[config.mk]
export PLATFORM = sky130hd
export DESIGN_NAME = cdr_multichain
export DESIGN_NICKNAME = d
export VERILOG_FILES = /design/src/rtl/cdr_multichain.sv
export SDC_FILE = /design/constraint.sdc
export NUM_CORES = 1
export LEC_CHECK = 0
export ABC_AREA = 1
export CAP_MARGIN = 20
export CORE_ASPECT_RATIO = 1.1
export CORE_MARGIN = 2
export CORE_UTILIZATION = 24
export CTS_BUF_LIST = sky130_fd_sc_hd__clkbuf_8
export DETAILED_ROUTE_END_ITERATION = 16
export PLACE_DENSITY_LB_ADDON = 0.08
export SETUP_SLACK_MARGIN = 0.3
export SYNTH_ARGS = -nofsm -noshare
export SYNTH_HDL_FRONTEND = slang
export SYNTH_SLANG_ARGS = --single-unit
[constraint.sdc]
create_clock -name CLK -period 1.62 [get_ports CLK]
set_input_delay 0.405 -clock CLK [delete_from_list [all_inputs] [get_ports CLK]]
set_output_delay 0.405 -clock CLK [all_outputs]
set_load 0.005 [all_outputs]
[src/rtl/cdr_multichain.sv]
// Core data register bank: CHAINS serial chains of LENGTH bits with capture, shift,
// update shadow registers, per-bank bypass flops and a chain-length unload counter.
module cdr_multichain #(
  parameter int CHAINS = 2,
  parameter int LENGTH = 8,
  parameter int CW     = $clog2(LENGTH + 1)
) (
  input  logic                       CLK,
  input  logic                       CoreIN_RESET,
  input  logic                       se,
  input  logic                       ce,
  input  logic                       ue,
  input  logic                       bypass,
  input  logic [CHAINS-1:0]          ScanChainIN,
  output logic [CHAINS-1:0]          ScanChainOut,
  input  logic [CHAINS*LENGTH-1:0]   pi,
  output logic [CHAINS*LENGTH-1:0]   po,
  output logic                       shift_done
);

  logic [CHAINS*LENGTH-1:0] sr;
  logic [CHAINS-1:0]        byp;
  logic [CW-1:0]            cnt;

  always_ff @(posedge CLK) begin
    if (CoreIN_RESET) begin
      sr         <= '0;
      po         <= '0;
      byp        <= '0;
      cnt        <= '0;
      shift_done <= 1'b0;
    end else begin
      // Shadow update samples the pre-edge chain contents, independent of shift/capture.
      if (ue) po <= sr;
      shift_done <= 1'b0;
      if (ce) begin
        sr  <= pi;
        cnt <= '0;
      end else if (se && !bypass) begin
        for (int c = 0; c < CHAINS; c++)
          sr[c*LENGTH +: LENGTH] <= {ScanChainIN[c], sr[c*LENGTH+1 +: LENGTH-1]};
        if (cnt == CW'(LENGTH - 1)) begin
          cnt        <= '0;
          shift_done <= 1'b1;
        end else begin
          cnt <= cnt + CW'(1);
        end
      end else if (se && bypass) begin
        byp <= ScanChainIN;
      end
    end
  end

  always_comb begin
    ScanChainOut = '0;
    for (int c = 0; c < CHAINS; c++)
      ScanChainOut[c] = bypass ? byp[c] : sr[c*LENGTH];
  end

endmodule
# [Yosys cells after proc, flatten, opt, wreduce, memory -nomap -nowiden]
# Index checks and enable logic that the tools add are counted.
[word_totals] regBits=39 input_bits=24 word_cells=22
[op_classes] n_addsub=1 n_eq_ne=1 n_mux=6 bitwise_logic=2 reduce_logical=7
[op_table] cell="$mux 16" n=2
[op_table] cell="$add 4x1->4 const B" n=1
[op_table] cell="$eq 4x3->1 const B" n=1
[op_table] cell="$mux 4" n=1
[op_table] cell="$mux 1" n=3
[op_table] cell="$reduce_and 3->1" n=1
[op_table] cell="$reduce_or 3->1" n=1
[op_table] cell="$logic_and 1x1->1" n=2
[op_table] cell="$not 1->1" n=2
[op_table] cell="$reduce_bool 2->1" n=1
[op_table] cell="$reduce_or 2->1" n=1
[op_table] cell="$logic_not 1->1" n=1

# [Depth between registers and ports, before layout]
[logic_depth] word_depth=4 ltp_mapped=7 mapped_depth_nobuf=6

# [Worst setup path before layout]
# OpenSTA, ideal clock, no wires.
[synth_path] path_kind="input-to-reg" from="in ce" to="reg sr[0]" arrival_ns=1.014 slack_ns=0.540 cell_stages=7 path_buffers=2 cell_sequence="buf_6 -> inv_2 -> nand2_8 -> inv_8 -> buf_12 -> nand2_2 -> a21oi_2"
[synth_between] elab_chain_cells=1 elab_cells_between_ends=2
[synth_rtl] element="start, declared" line="11" text="input logic ce,"
[synth_rtl] element="$mux 16 / $reduce_bool 2->1 (equally long branches)"
[synth_rtl] element="end signal, assigned" line="37" text="sr <= pi;"
[synth_rtl] element="end signal, assigned by index" line="41" text="sr[c*LENGTH +: LENGTH] <= {ScanChainIN[c], sr[c*LENGTH+1 +: LENGTH-1]};"
[synth_rtl] element="end, declared" line="21" text="logic [CHAINS*LENGTH-1:0] sr;"
# Parallel ways exist; a longest one is shown, timed or not.
# A chain may end at the register's enable or synchronous reset.

# [Worst setup path in the final report]
[layout_path] from="reg byp[1]" to="out ScanChainOut[1]"
[layout_between] elab_chain_cells=1
[layout_rtl] element="start, declared" line="22" text="logic [CHAINS-1:0] byp;"
[layout_rtl] element="start signal, assigned" line="49" text="byp <= ScanChainIN;"
[layout_rtl] element="$mux 1" line="57" text="ScanChainOut[c] = bypass ? byp[c] : sr[c*LENGTH];"
[layout_rtl] element="end, declared" line="15" text="output logic [CHAINS-1:0] ScanChainOut,"
# No other way between the ends.

==> results.yml <==
clock_network:
  cts_tree: "yes"
  clkSlewWorstSetupHoldPaths_ns: 0.08
  numCtsBuffers: 5
  clkLatencyLatePin_ns: 0.29
  hold_buffers: 0
  cts_buffer_depth: 2
  cts.sinks: 39
  root_buffer: "clkbuf_8"
  clock_tree.htree_level_count: 2
sta:
  report.final.slew_viol_count: 0
  clock.fmax_mhz: 763.8
  final.setup_skew_ns: 0.003152
  final.setup.tns_ns: 0
  worst_pin_slew_ns: 0.3331
  period_minus_slack_ns: 1.309
  whs_ns: 0.4477
  rsz0062_at_grt: "true"
  slew_headroom: 0.7776
  final-hold-violation-count: 0
  post-route-period-util: 0.8082
  setup_viol: 0
drt:
  routed_wirelength_mm: 4.732
  vias: 1584
  routedWlPerCell_microns: 13.00
  drtIter0Drc: 76
  via_per_inst: 4.352
  route.detailed.drc: 0
  ant_nets: 0
  firstDrtPassIters: 4
setup_path:
  start_kind: "register"
  worstPathCellList: "inv_2 > o21ai_2 > buf_2"
  path_buf_inv: 2
  reg2reg_to: "cnt[3]$_SDFFE_PP0P_"
  timing.rr.start: "cnt[0]$_SDFFE_PP0P_"
  cp.required_ns: 1.21
  critPathMaxStageDelay_ns: 0.33
  crit_type: "reg -> out"
  cp_slowest_cell: "dfxtp_2"
  cp_top_family: "flip-flops"
  r2r_slack_ns: 0.62
  cp_max_fo: 2
  end_kind: "output pin"
  ff2ff_path_depth: 4
  worstPathArrival_ns: 0.90
logic_synthesis:
  synth_seq_cells: 39
  yosysMostFrequentCell: "nand2_1"
  synth.area.top_cells: "dfxtp_1, nand2_1, o21ai_0"
  ys.warnings.count: 0
  synthTopCellsByCount: "nand2_1, dfxtp_1, o21ai_0"
  synth-compound-area-share: 0.2262
  synthMuxAreaShare: 0
  syn-cell-area_sq_mm: 0.001732
  syn_nets: 250
  ys_seq_area_frac: 0.4509
  ys_types: 24
  synth_top_area_share: 0.4509
  synth_area_leader_cell: "dfxtp_1"
  synth_ff_type: "dfxtp_1"
  avgSynthCellArea_sq_um: 7.696
  netlist_instances: 225
  synthAdderAreaFrac: 0.007225
  synth_top_family_by_area: "compound AO/OA/AOI/OAI gates"
  async_reset_ff_frac: 0
  synth-simple-area-share: 0.1922
  synth-xor-area-share: 0.005058
  synth_edf_count: 0
job:
  maxCapViolCount: 0
place:
  gp_congestion: 0.6963
  place_hpwl_mm: 2.985
  port-buffer-count: 42
  dp.cells: 349
  place_area_sq_mm: 0.002251
min_path:
  min_from: "byp[0]$_SDFFE_PP0P_"
  whs_path_depth: 2
  holdPathEnd: "byp[0]$_SDFFE_PP0P_"
  hold_path.class: "reg -> reg"
die:
  fp-row-count: 32
  pin_count: 43
  die_x_microns: 84.99
  core_sq_mm: 0.007007
  die-area_sq_mm: 0.007912
  die_y_microns: 93.09
  initial_core_util: 0.2471
layout:
  fin_area_sq_mm: 0.002426
  multiInputGateArea_sq_um: 780.7
  drive_above_1_share: 0.2401
  utilization: 0.3463
  synthToLayoutAreaGrowth_pct: 40.10
  regArea_sq_um: 797.0
  antennaDiodeCount: 0
  nNetsFinal: 303
  finalNonFillerCells: 364
  fill_cells: 770
global_route:
  grt_pass1_wl_mm: 7.431
  antenna_found_initial: 0
  grtUsageTotal: 0.1200
  grt-ovfl-total: 0
  grt_max_degree: 32
  grt_pass1_vias: 1526
power:
  p_leak_uw: 0.0009924
  ir_worst_vdd_mv: 0.3805
  power_density_mw_per_mm2: 851.3
run_status:
  status: "finished, final reports clean"
state kept, by name (all words and copies together) (netlist names):
| register | flops |
|---|---|
| byp | 2 |
| po | 16 |
| cnt | 4 |
| shift_done | 1 |
| sr | 16 |
through the flow:
step	worst slack [ns]	power, uW
final	0.3107	2065
after global routing	0.2357	2194
after CTS	0.2313	2083
after detailed placement	-0.4944	1397
after global placement	-0.5102	1399
after floorplan	0.5397	1236
power breakdown:
part,switching (uW),internal (uW)
sequential,27.1,1010
clock,376,300
combinational,178,170
timing repair:
action,CTS,global route
endpoints found under the hold margin,0,0
setup buffers,0,3
resized for setup,43,10
setup endpoints to repair,35,13
cloned,1,3
pin swaps,0,2
kinds of logic after synthesis:
family / count (synthesis)
DFF: 39
adders and majority gates: 1
xor gates and xnor gates: 1
and+or+nand+nor: 75
AOI/OAI and AO/OA: 71
buffers and inverters: 38
per-layer routing:
layer / part of all wire / GRT usage / vias to the layer above
met5: 0 / 0 / -
met4: 0.013 / 0.03968 / 0
met1: 0.48 / 0.1488 / 717
met3: 0.034 / 0.03001 / 5
met2: 0.48 / 0.2025 / 29
li1: - / - / 833
worst max-delay path by stage:
stage / cells after the start / startpoint / to / slack, ns
after floorplan: 7 / ce / sr[0]$_SDFFE_PP0P_ / 0.54
after detailed placement: 4 / bypass / ScanChainOut[1] / -0.49
after CTS: 3 / sr[8]$_SDFFE_PP0P_ / ScanChainOut[1] / 0.23
after global routing: 3 / byp[1]$_SDFFE_PP0P_ / ScanChainOut[1] / 0.24
final: 3 / byp[1]$_SDFFE_PP0P_ / ScanChainOut[1] / 0.31
after global placement: 4 / bypass / ScanChainOut[1] / -0.51
area by class of cell:
cell class,instances,share of cell area
clock inverters,3,0.008252
flip-flops and latches,39,0.3285
multi-input cells,150,0.3218
repair buffers,55,0.2202
inverters,26,0.04538
clock buffers,5,0.02837
repair inverters,1,0.003610
well taps,85,0.04384
placed cells by master (no fill, tap or decap), types with 2 or more instances in the layout:
cell | Yosys | final
clkdlybuf4s50_1 | 0 | 21
clkinvlp_4 | 0 | 2
nand2_1 | 46 | 46
nor2_1 | 15 | 15
clkbuf_8 | 0 | 5
dfxtp_1 | 39 | 26
inv_1 | 22 | 20
buf_12 | 1 | 2
nand3_1 | 2 | 2
clkdlybuf4s15_1 | 0 | 3
buf_4 | 1 | 10
a21oi_1 | 22 | 22
nand2_2 | 9 | 9
o21ai_0 | 33 | 31
nand2_4 | 1 | 2
dfxtp_2 | 0 | 13
nand2_8 | 1 | 2
o21ai_1 | 6 | 7
inv_2 | 3 | 5
a21oi_2 | 9 | 9
dlygate4sd2_1 | 0 | 15
buf_2 | 4 | 3
worst min-delay path, cell delays in order, from the launching register on:
cell and delay [ns]:
dfxtp_2 0.32, inv_2 0.04, a21oi_1 0.05
Power figures use the tool's default switching activity.
